--- src/rtl/ram_ctrl.sv ---
// Burst controller for the single-port word RAM bus: takes valid/ready read/write
// requests, drives the RAM strobes beat by beat and streams data in and out.
module ram_ctrl #(
    parameter int ADDR_W = 8,
    parameter int DATA_W = 32,
    parameter int LEN_W  = 4
) (
    input  logic              clk,
    input  logic              rst,
    input  logic              req_valid,
    output logic              req_ready,
    input  logic              req_write,
    input  logic [ADDR_W-1:0] req_addr,
    input  logic [LEN_W-1:0]  req_len,
    input  logic              wr_valid,
    output logic              wr_ready,
    input  logic [DATA_W-1:0] wr_data,
    output logic              rd_valid,
    input  logic              rd_ready,
    output logic [DATA_W-1:0] rd_data,
    output logic              done,
    output logic [ADDR_W-1:0] ram_addr,
    output logic              ram_cs,
    output logic              ram_rd,
    output logic              ram_oe,
    output logic [DATA_W-1:0] ram_wdata,
    input  logic [DATA_W-1:0] ram_rdata
);

    // state | meaning
    // IDLE  | waiting for a request, req_ready high
    // WR    | write burst, one RAM write per accepted wr_valid beat
    // RD    | read burst, one RAM read per capture into rd_data
    // DONE  | burst finished, waiting for the last read beat to drain
    typedef enum logic [1:0] {IDLE, WR, RD, DONE} state_t;

    state_t            state;
    logic [ADDR_W-1:0] cur_addr;
    logic [LEN_W-1:0]  beats_left;
    logic              is_write;
    logic              rd_cap;
    logic              exit_ok;

    // The output register can take a new beat if it is empty or being drained.
    assign rd_cap  = (state == RD) && (!rd_valid || rd_ready);
    assign exit_ok = is_write || !rd_valid || rd_ready;

    assign req_ready = (state == IDLE);
    assign wr_ready  = (state == WR);
    assign done      = (state == DONE) && exit_ok;

    // Strobes decode from state so they collapse as soon as reset forces IDLE.
    assign ram_cs    = ((state == WR) && wr_valid) || (state == RD);
    assign ram_rd    = (state != WR);
    assign ram_oe    = (state == RD);
    assign ram_addr  = cur_addr;
    assign ram_wdata = (state == WR) ? wr_data : '0;

    always_ff @(posedge clk or posedge rst) begin
        if (rst) begin
            state      <= IDLE;
            cur_addr   <= '0;
            beats_left <= '0;
            is_write   <= 1'b0;
            rd_data    <= '0;
            rd_valid   <= 1'b0;
        end else begin
            if (rd_cap) begin
                rd_valid <= 1'b1;
            end else if (rd_ready) begin
                rd_valid <= 1'b0;
            end

            case (state)
                IDLE: begin
                    if (req_valid) begin
                        cur_addr   <= req_addr;
                        beats_left <= req_len;
                        is_write   <= req_write;
                        state      <= req_write ? WR : RD;
                    end
                end
                WR: begin
                    if (wr_valid) begin
                        cur_addr   <= cur_addr + ADDR_W'(1);
                        beats_left <= beats_left - LEN_W'(1);
                        if (beats_left == '0) begin
                            state <= DONE;
                        end
                    end
                end
                RD: begin
                    if (rd_cap) begin
                        rd_data    <= ram_rdata;
                        cur_addr   <= cur_addr + ADDR_W'(1);
                        beats_left <= beats_left - LEN_W'(1);
                        if (beats_left == '0) begin
                            state <= DONE;
                        end
                    end
                end
                DONE: begin
                    if (exit_ok) begin
                        state <= IDLE;
                    end
                end
                default: state <= IDLE;
            endcase
        end
    end

endmodule

--- config.mk ---
export PLATFORM = sky130hd
export DESIGN_NAME = ram_ctrl
export DESIGN_NICKNAME = d
export VERILOG_FILES = /design/src/rtl/ram_ctrl.sv
export SDC_FILE = /design/constraint.sdc
export NUM_CORES = 1
export LEC_CHECK = 0
export CORE_ASPECT_RATIO = 1.2
export CORE_MARGIN = 1
export CORE_UTILIZATION = 30
export DETAILED_ROUTE_END_ITERATION = 8
export DONT_BUFFER_PORTS = 1
export GPL_ROUTABILITY_DRIVEN = 0
export HOLD_SLACK_MARGIN = 0.02
export PLACE_DENSITY = 0.56
export REMOVE_ABC_BUFFERS = 1
export SYNTH_ARGS = -nofsm -noshare
export SYNTH_HDL_FRONTEND = slang
export SYNTH_SLANG_ARGS = --single-unit
--- constraint.sdc ---
create_clock -name clk -period 2 [get_ports clk]
set_input_delay 0.1 -clock clk [delete_from_list [all_inputs] [get_ports clk]]
set_output_delay 0.1 -clock clk [all_outputs]
set_load 0.03 [all_outputs]
== Word-level counts from Yosys, hierarchy flattened ==
Index checks and enable logic that the tools add are counted.
Widths: inputs -> output; s select.
Storage, ports and cells
  input port bits: 82
  output and inout port bits: 79
  logic and storage cells: 50
  register bits after elaboration: 48
Cells by class
  add/subtract/negate cells: 2
  multiplexer cells: 18
  equal/unequal tests: 8
  reduce and logical (&&, ||, !) cells: 16
Operators by type and width (number)
  $mux 32: 1
  $mux 8: 3
  $pmux 8 s3: 1
  $mux 2: 6
  $mux 4: 3
  $pmux 4 s3: 1
  $add 8x1->8 const B: 1
  $pmux 2 s4: 1
  $reduce_and 4->1: 2
  $ne 2x2->1 const B: 3
  $eq 2x2->1 const B: 2
  $logic_not 4->1: 1
  $logic_or 1x1->1: 4
  $ne 2x1->1 const B: 2
  $reduce_and 2->1: 2
  $sub 4x1->4 const B: 1
  $logic_and 1x1->1: 3
  $reduce_bool 3->1: 1
  $eq 2x1->1 const B: 1
  $logic_not 2->1: 1
  $mux 1: 2
  $reduce_bool 2->1: 1
  $logic_not 1->1: 1

== Longest topological paths before layout ==
Gate-level depths: netlist (run 1).
  word-level depth: 5
  gate-level depth with buffers: 7
  mapped depth without buffers: 6

== Worst setup path before layout (run 1) ==
OpenSTA, ideal clock, no wires.
  path kind: flip-flop to flip-flop
  start: reg state[0]
  end: reg beats_left[0]
  buffers on the path: 1
  slack: 0.073 ns
  setup time: 0.074 ns
  period minus slack after synthesis: 1.927 ns
  required time: 1.926 ns
  arrival time: 1.853 ns
  stages on the path, launching flop included: 8
  cells stage by stage: dfrtp_1 -> inv_1 -> ha_1 -> nor2b_2 -> a2111oi_4 -> buf_6 -> o211ai_4 -> o21ai_2
Between the ends
  elaborated cells between the ends (all ways): 10
  classes of those cells: eq/ne (5); mux (1); reduce/logical (4)
RTL lines
  start: declaration: RTL line 37  | state_t state;
  start signal: assignment: RTL line 80  | state <= req_write ? WR : RD;
  $logic_not 2->1 *
  named net req_ready: RTL line 11  | output logic req_ready,
  $ne 2x2->1 (no source line) / $reduce_bool 3->1 (equally long branches)
  $reduce_and 4->1 (no source line)
  end signal: assignment: RTL line 78  | beats_left <= req_len;
  end signal: assignment: RTL line 86  | beats_left <= beats_left - LEN_W'(1);
  end signal: assignment: RTL line 96  | beats_left <= beats_left - LEN_W'(1);
  end: declaration: RTL line 39  | logic [LEN_W-1:0] beats_left;
The timed path passes the listed nets; every way through them passes the cells marked *.
A chain may end at the register's enable or synchronous reset.

== Final worst setup path (run 1) ==
  start: reg state[1]
  end: out ram_wdata[27]
Between the ends
  cells in the longest elaborated chain, start to end: 2
RTL lines
  $eq 2x1->1: RTL line 57  | assign ram_wdata = (state == WR) ? wr_data : '0;
  $mux 32: RTL line 57
  end: declaration: RTL line 26  | output logic [DATA_W-1:0] ram_wdata,
Every way passes these cells.

==> impl_metrics.tcl, run 1 <==
set metrics [dict create \
    finalInstanceArea_um2 3260 \
    maxSlewHeadroom_pct 58.3 \
    crit_path_end_kind "output pin" \
    hpwl_mm 4.59 \
    grt_max_degree 49 \
    grt_pass1_wl_mm 9.83 \
    synth.distinct_cells 36 \
    fp.dieW_um 85.0 \
    core-area_um2 7840 \
    fmax_ghz 0.540 \
    hold_path_depth 2 \
    synth_area_per_cell_um2 11.3 \
    drc 0 \
    layout_setup_ws_ps 148 \
    r2r_setup_slack_ps 160 \
    dr.pass1.iters 4 \
    post_cts_buffers 0 \
    rsz0062_at_grt "false" \
    path_delay_family "buffers and inverters" \
    instances_no_fill 367 \
    tns_ps 0 \
    antenna_cells 0 \
    worstHoldStart "req_addr[1]" \
    antenna_found_initial 0 \
    synthCells 219 \
    fillers 755 \
    wl_per_cell_um 17.5 \
    placed_area_um2 2710 \
    ioPinCount 161 \
    numCtsBuffers 5 \
    synth_top_family_by_area "multiplexers" \
    startpoint "state[1]$_DFFE_PP0P_" \
    path_clk_slew_ps 90 \
    synth_compound_area_share_pct 10.4 \
    final-hold-violation-count 0 \
    timing.rr.start "beats_left[0]$_DFFE_PP0P_" \
    yosysWarnings 0 \
    vias 1891 \
    min_period_ps 1850 \
    worstSetupStartpointType "register" \
    cap_viol_max_count 0 \
    cts.sinks 48 \
    num_rows 35 \
    dpl.cell_count 316 \
    routed_wl_mm 6.41 \
    final_nets 364 \
    synth_fa_ha_area_share_pct 4.03 \
    grt_usage_pct 14.7 \
    drive_above_1_share_pct 22.9 \
    cts-root-buf "clkbuf_8" \
    io_buffers 0 \
    min_period_over_period_pct 92.6 \
    synth_top_area_share_pct 48.4 \
    place_ws_ps 168 \
    synthMuxAreaShare_pct 17.0 \
    start_util_pct 31.7 \
    synth-xor-area-share_pct 0 \
    cp_data_required_time_ps 1900 \
    grt_pass1_vias 1902 \
    arrival_ps 1750 \
    tightestPinTransition_ps 626 \
    synth_area_um2 2480 \
    cts_buffer_depth 2 \
    drt_iter0_drc 77 \
    slowest_stage "dfrtp_1" \
    synth_seq_cells 48 \
    slew_viol_final 0 \
    crit_type "reg2out" \
    synth_seq_area_share_pct 48.4 \
    ff2ff_path_depth 6 \
    power_leakage_nw 1.41 \
    min_delay_worst_endpoint "ram_addr[1]$_DFFE_PP0P_" \
    antenna_left 0 \
    areaGrowthSynthToFinish_pct 31.3 \
    cts_max_level 2 \
    hold_class "in2reg" \
    skew_ps 5.09 \
    cp_slowest_stage_delay_ps 440 \
    setup_viol 0 \
    synth_area_leader_cell "dfrtp_1" \
    worstReg2RegEnd "state[1]$_DFFE_PP0P_" \
    routed_via_density 5.15 \
    power.density_nw_per_um2 2050 \
    critPathMaxFanout 35 \
    grt_overflow 0 \
    clk_latency_ps 300 \
    yosys-top-cells-area "dfrtp_1 (48%), mux2_2 (14%), and2_1 (8.1%)" \
    die_h_um 102 \
    crit_chain "inv_1, ha_1, buf_6, and2_1, buf_12" \
    synth-simple-area-share_pct 16.5 \
    dieArea_um2 8640 \
    vdd_ir_drop_max_mv 0.618 \
    tritoncts "built" \
    hold_ws_ps 29.8 \
    outcome "completed" \
    cp_num_buf_inv 3 \
]
==> through the flow <==
| stage | util, % | total power, mW |
|---|---|---|
| CTS | 41.5 | 6.73 |
| detailed placement | 34.5 | 5.92 |
| global placement | 34.5 | 5.85 |
| floorplan | - | 5.04 |
| global route | 41.5 | 7.13 |
| finish | 41.5 | 6.69 |
==> how the worst max path moves through the flow <==
stage,endpoint,cells after the start
after floorplan,rd_data[20]$_DFFE_PP0P_,4
after global placement,state[1]$_DFFE_PP0P_,6
after detailed placement,ram_addr[7]$_DFFE_PP0P_,6
after CTS,ram_wdata[27],5
after global routing,ram_addr[4]$_DFFE_PP0P_,7
final,ram_wdata[27],5
==> cells in the mapped netlist <==
master / n
o22ai_1: 3
o211ai_4: 1
nand3b_1: 2
nand2_1: 16
o21ai_0: 8
nand2b_1: 4
a21oi_1: 13
nor2b_2: 1
nand3_1: 5
buf_6: 1
a2111o_1: 1
a211oi_2: 1
clkbuf_1: 4
o21ai_2: 2
a2bb2oi_1: 2
or3b_1: 1
mux2_1: 3
inv_1: 10
mux2_4: 2
a21boi_0: 1
dfrtp_1: 48
o211ai_1: 1
a21o_1: 1
nor2b_1: 1
buf_2: 5
nand4_1: 4
mux2_2: 30
and2_1: 32
nor3_1: 1
nand4b_1: 1
ha_1: 8
nor2b_4: 1
and4_1: 1
o21ai_1: 1
a2111oi_4: 1
mux2i_1: 2
==> layer usage <==
| metal | global-route usage (%) | routed length (µm) |
|---|---|---|
| met3 | 3.18 | 457 |
| met5 | 0 | 0 |
| met1 | 14.5 | 2070 |
| met2 | 29.7 | 3760 |
| met4 | 5.48 | 128 |
==> worst reg2reg max path: stages, from the launching register on <==
cell,delay (ps)
dfrtp_1,390
inv_1,90
ha_1,180
or3b_1,380
a211oi_2,260
o21ai_2,110
mux2_4,310
==> kinds of logic after synthesis <==
family | count (synthesis)
multiplexers | 37
buffers and inverters | 20
AND/OR/NAND/NOR | 70
adder cells (fa/ha/maj) | 8
flip-flops | 48
AO/OA/AOI/OAI | 36
==> registers in the layout, indices dropped and copies added (netlist names) <==
name        cells
rd_data        32
ram_addr        8
beats_left      4
state           2
is_write        1
rd_valid        1
==> repair_timing <==
action	4_1_cts	5_1_grt
hold buffers	43	0
endpoints found under the setup margin	0	1
gates resized for setup	0	1
endpoints found under the hold margin	89	0
==> area by class of cell <==
class / count / area (µm²) / share of cell area, %
inverters: 10 / 37.5 / 1.15
multi-input cells: 151 / 1190 / 36.6
clock inverters: 3 / 46.3 / 1.42
repair buffers: 58 / 597 / 18.3
well taps: 92 / 115 / 3.53
flip-flops and latches: 48 / 1200 / 36.9
clock buffers: 5 / 68.8 / 2.11
==> layout by cell type, fill, tap and decap left out, types with 2 or more instances in the layout <==
master	Yosys	layout
dfrtp_1	48	48
dlygate4sd3_1	0	43
and2_1	32	32
mux2_2	30	30
nand2_1	16	16
a21oi_1	13	13
buf_4	0	10
inv_1	10	9
o21ai_0	8	8
ha_1	8	8
nand3_1	5	5
clkbuf_8	0	5
nand2b_1	4	4
nand4_1	4	4
buf_12	0	4
o22ai_1	3	3
mux2_1	3	3
a2bb2oi_1	2	2
o21ai_2	2	2
mux2_4	2	2
nand3b_1	2	2
mux2i_1	2	2
==> report_power, final <==
group / leakage [nW] / internal (mW) / switching [mW] / total (mW)
logic: 0.797 / 1.43 / 1.83 / 3.26
registers: 0.562 / 1.48 / 1.22 / 2.70
clock network: 0.0548 / 0.377 / 0.342 / 0.719
No activity file was read; power rests on OpenSTA's default activity.
==> inputs of run 2 (changes only) <==
Settings changed: ABC_AREA from default to 1, CTS_CLUSTER_DIAMETER from default to 60.
==> impl_metrics.tcl, run 2 <==
set metrics [dict create \
    cts-root-buf "clkbuf_8" \
    antenna_found_initial 0 \
    top_register "rd_data" \
    drc 0 \
    hold_class "in2reg" \
    synthArstFlopShare_pct 100 \
    numCtsBuffers 5 \
    cts_max_level 2 \
    rsz0062_at_grt "false" \
    critPathMaxFanout 33 \
    crit_chain "inv_1, ha_1, buf_6, nand2_1, inv_1, buf_4" \
    cts.sinks 48 \
    tritoncts "built" \
    synth_edf_count 0 \
    synth_area_um2 2730 \
    cts_buffer_depth 2 \
    cp_data_required_time_ps 1900 \
    slew_viol_final 0 \
    cap_viol_max_count 0 \
    routed_via_density 4.41 \
    final_nets 448 \
    layout_common_cells "nand2_1 (89), inv_1 (56), dfrtp_1 (48)" \
    yosys-top-cells-area "dfrtp_1 (44%), mux2_4 (16%), nand2_1 (12%)" \
    core-area_um2 8700 \
    min_period_over_period_pct 92.3 \
    areaGrowthSynthToFinish_pct 27.4 \
    die_h_um 107 \
    synth_most_common_cell "nand2_1" \
    min_period_ps 1850 \
    layout_setup_ws_ps 153 \
    num_rows 37 \
    grt_pass1_vias 2087 \
    final-hold-violation-count 0 \
    final_common_cell "nand2_1" \
    vdd_ir_drop_max_mv 0.640 \
    crit_type "reg2out" \
    regArea_um2 1200 \
    grt_max_degree 34 \
    power_leakage_nw 1.96 \
    place_ws_ps 325 \
    clk_latency_ps 300 \
    synth_seq_cells 48 \
    worstSetupStartpointType "register" \
    dr.pass1.iters 4 \
    grt_usage_pct 13.5 \
    ys_top_cells_by_count "nand2_1 (89), inv_1 (57), dfrtp_1 (48)" \
    grt_overflow 0 \
    fp.dieW_um 89.1 \
    cp_slowest_stage_delay_ps 440 \
    dieArea_um2 9500 \
    antenna_cells 0 \
    path_clk_slew_ps 100 \
    synth_top_area_share_pct 43.9 \
    routed_wl_mm 6.58 \
    ioPinCount 161 \
    slowest_stage "dfrtp_1" \
    synth_area_leader_cell "dfrtp_1" \
    arrival_ps 1750 \
    maxSlewHeadroom_pct 63.5 \
    hpwl_mm 4.76 \
    crit_path_frequent_cell "inv_1" \
    fillers 866 \
    yosysWarnings 0 \
    synthCells 306 \
    largest_reg_flops 32 \
    synth_flop_cell "dfrtp_1" \
    dpl.cell_count 427 \
    power.density_nw_per_um2 1920 \
    synth.distinct_cells 23 \
    crit_path_end_kind "output pin" \
    tightestPinTransition_ps 547 \
    antenna_left 0 \
    synth_area_per_cell_um2 8.93 \
    drive_above_1_share_pct 17.5 \
    outcome "completed" \
    fmax_ghz 0.541 \
    setup_viol 0 \
    io_buffers 0 \
    wl_per_cell_um 13.8 \
    drt_iter0_drc 83 \
    skew_ps 8.82 \
    grt_pass1_wl_mm 9.96 \
    total_power_mw 6.70 \
    instances_no_fill 476 \
    vias 2099 \
    synth_seq_area_share_pct 43.9 \
    start_util_pct 31.4 \
    multiInputGateArea_um2 1230 \
]
run 2: cell count changes after synthesis, sizes merged, moves of 9 or more:
cell and change:
a21oi -12, inv +48, nand3 +9, nand2 +76
nor2 +20, and2 -32
run 2: through the flow:
stage / hold slack (ps) / instance area [µm²] / util, % / setup TNS, ps
after global routing: 31.1 / 3480 / 40.0 / 0
final: 36.1 / 3480 / 40.0 / 0
after global placement: 69.3 / 2930 / 33.7 / 0
after detailed placement: 72.0 / 2930 / 33.7 / 0
after floorplan: 208 / 2650 / - / -910
after CTS: 21.8 / 3480 / 40.0 / 0
run 2: final timing paths:
| kind | start | endpoint | slack [ps] | cells past startpoint |
|---|---|---|---|---|
| setup / recovery | state[1]$_DFFE_PP0P_ | ram_wdata[13] | 150 | 6 |
| hold / removal | req_addr[4] | ram_addr[4]$_DFFE_PP0P_ | 40 | 4 |
| setup reg to reg | state[0]$_DFFE_PP0P_ | is_write$_DFFE_PP0P_ | 240 | 6 |
| hold reg to reg | beats_left[2]$_DFFE_PP0P_ | beats_left[2]$_DFFE_PP0P_ | 490 | 2 |
| max in group asynchronous | rst | rd_data[19]$_DFFE_PP0P_ | 1170 | 3 |
| min in group asynchronous | rst | ram_addr[4]$_DFFE_PP0P_ | 300 | 2 |
run 2: cell type report:
class                           count  share of cell area, %
Clock inverter                      3                   1.98
Tap cell                          117                   4.20
Sequential cell                    48                   34.5
Multi-Input combinational cell    189                   35.4
Inverter                           59                   6.36
Timing Repair Buffer               55                   15.6
Clock buffer                        5                   1.98
run 2: cells by family (layout without fill, tap and decap cells):
kind of cell	count (synthesis)	count (layout)	share of synthesized area (%)
AND/OR/NAND/NOR	132	132	20.8
buffers and inverters	69	122	11.0
flip-flops	48	48	43.9
multiplexers	32	32	17.3
AO/OA/AOI/OAI	17	17	3.30
adder cells (fa/ha/maj)	8	8	3.66
run 2: metal layers:
metal	routed length, µm	GRT usage, %	share of wire (%)
met2	3060	22.2	46
met1	2820	16.5	43
met4	48	3.97	0.73
met5	0	0	0
met3	650	4.62	9.9
run 2: what timing repair did:
| action | 4_1_cts | 5_1_grt |
|---|---|---|
| setup buffers | 0 | 0 |
| gates resized for setup | 0 | 1 |
| hold endpoints to repair | 62 | 0 |
| hold buffers | 41 | 0 |
| setup endpoints to repair | 0 | 32 |
run 2: where the power goes:
| group | switching (mW) | total [mW] | internal, mW |
|---|---|---|---|
| Clock | 0.339 | 0.843 | 0.503 |
| Sequential | 1.32 | 2.79 | 1.47 |
| Combinational | 1.75 | 3.07 | 1.32 |
run 2: worst max-delay path, delay by kind of cell (launching register included):
kind	cells	cell delay (ps)
buf+inv	4	670
flops	1	440
fa+ha+maj	1	270
simple gates	1	80
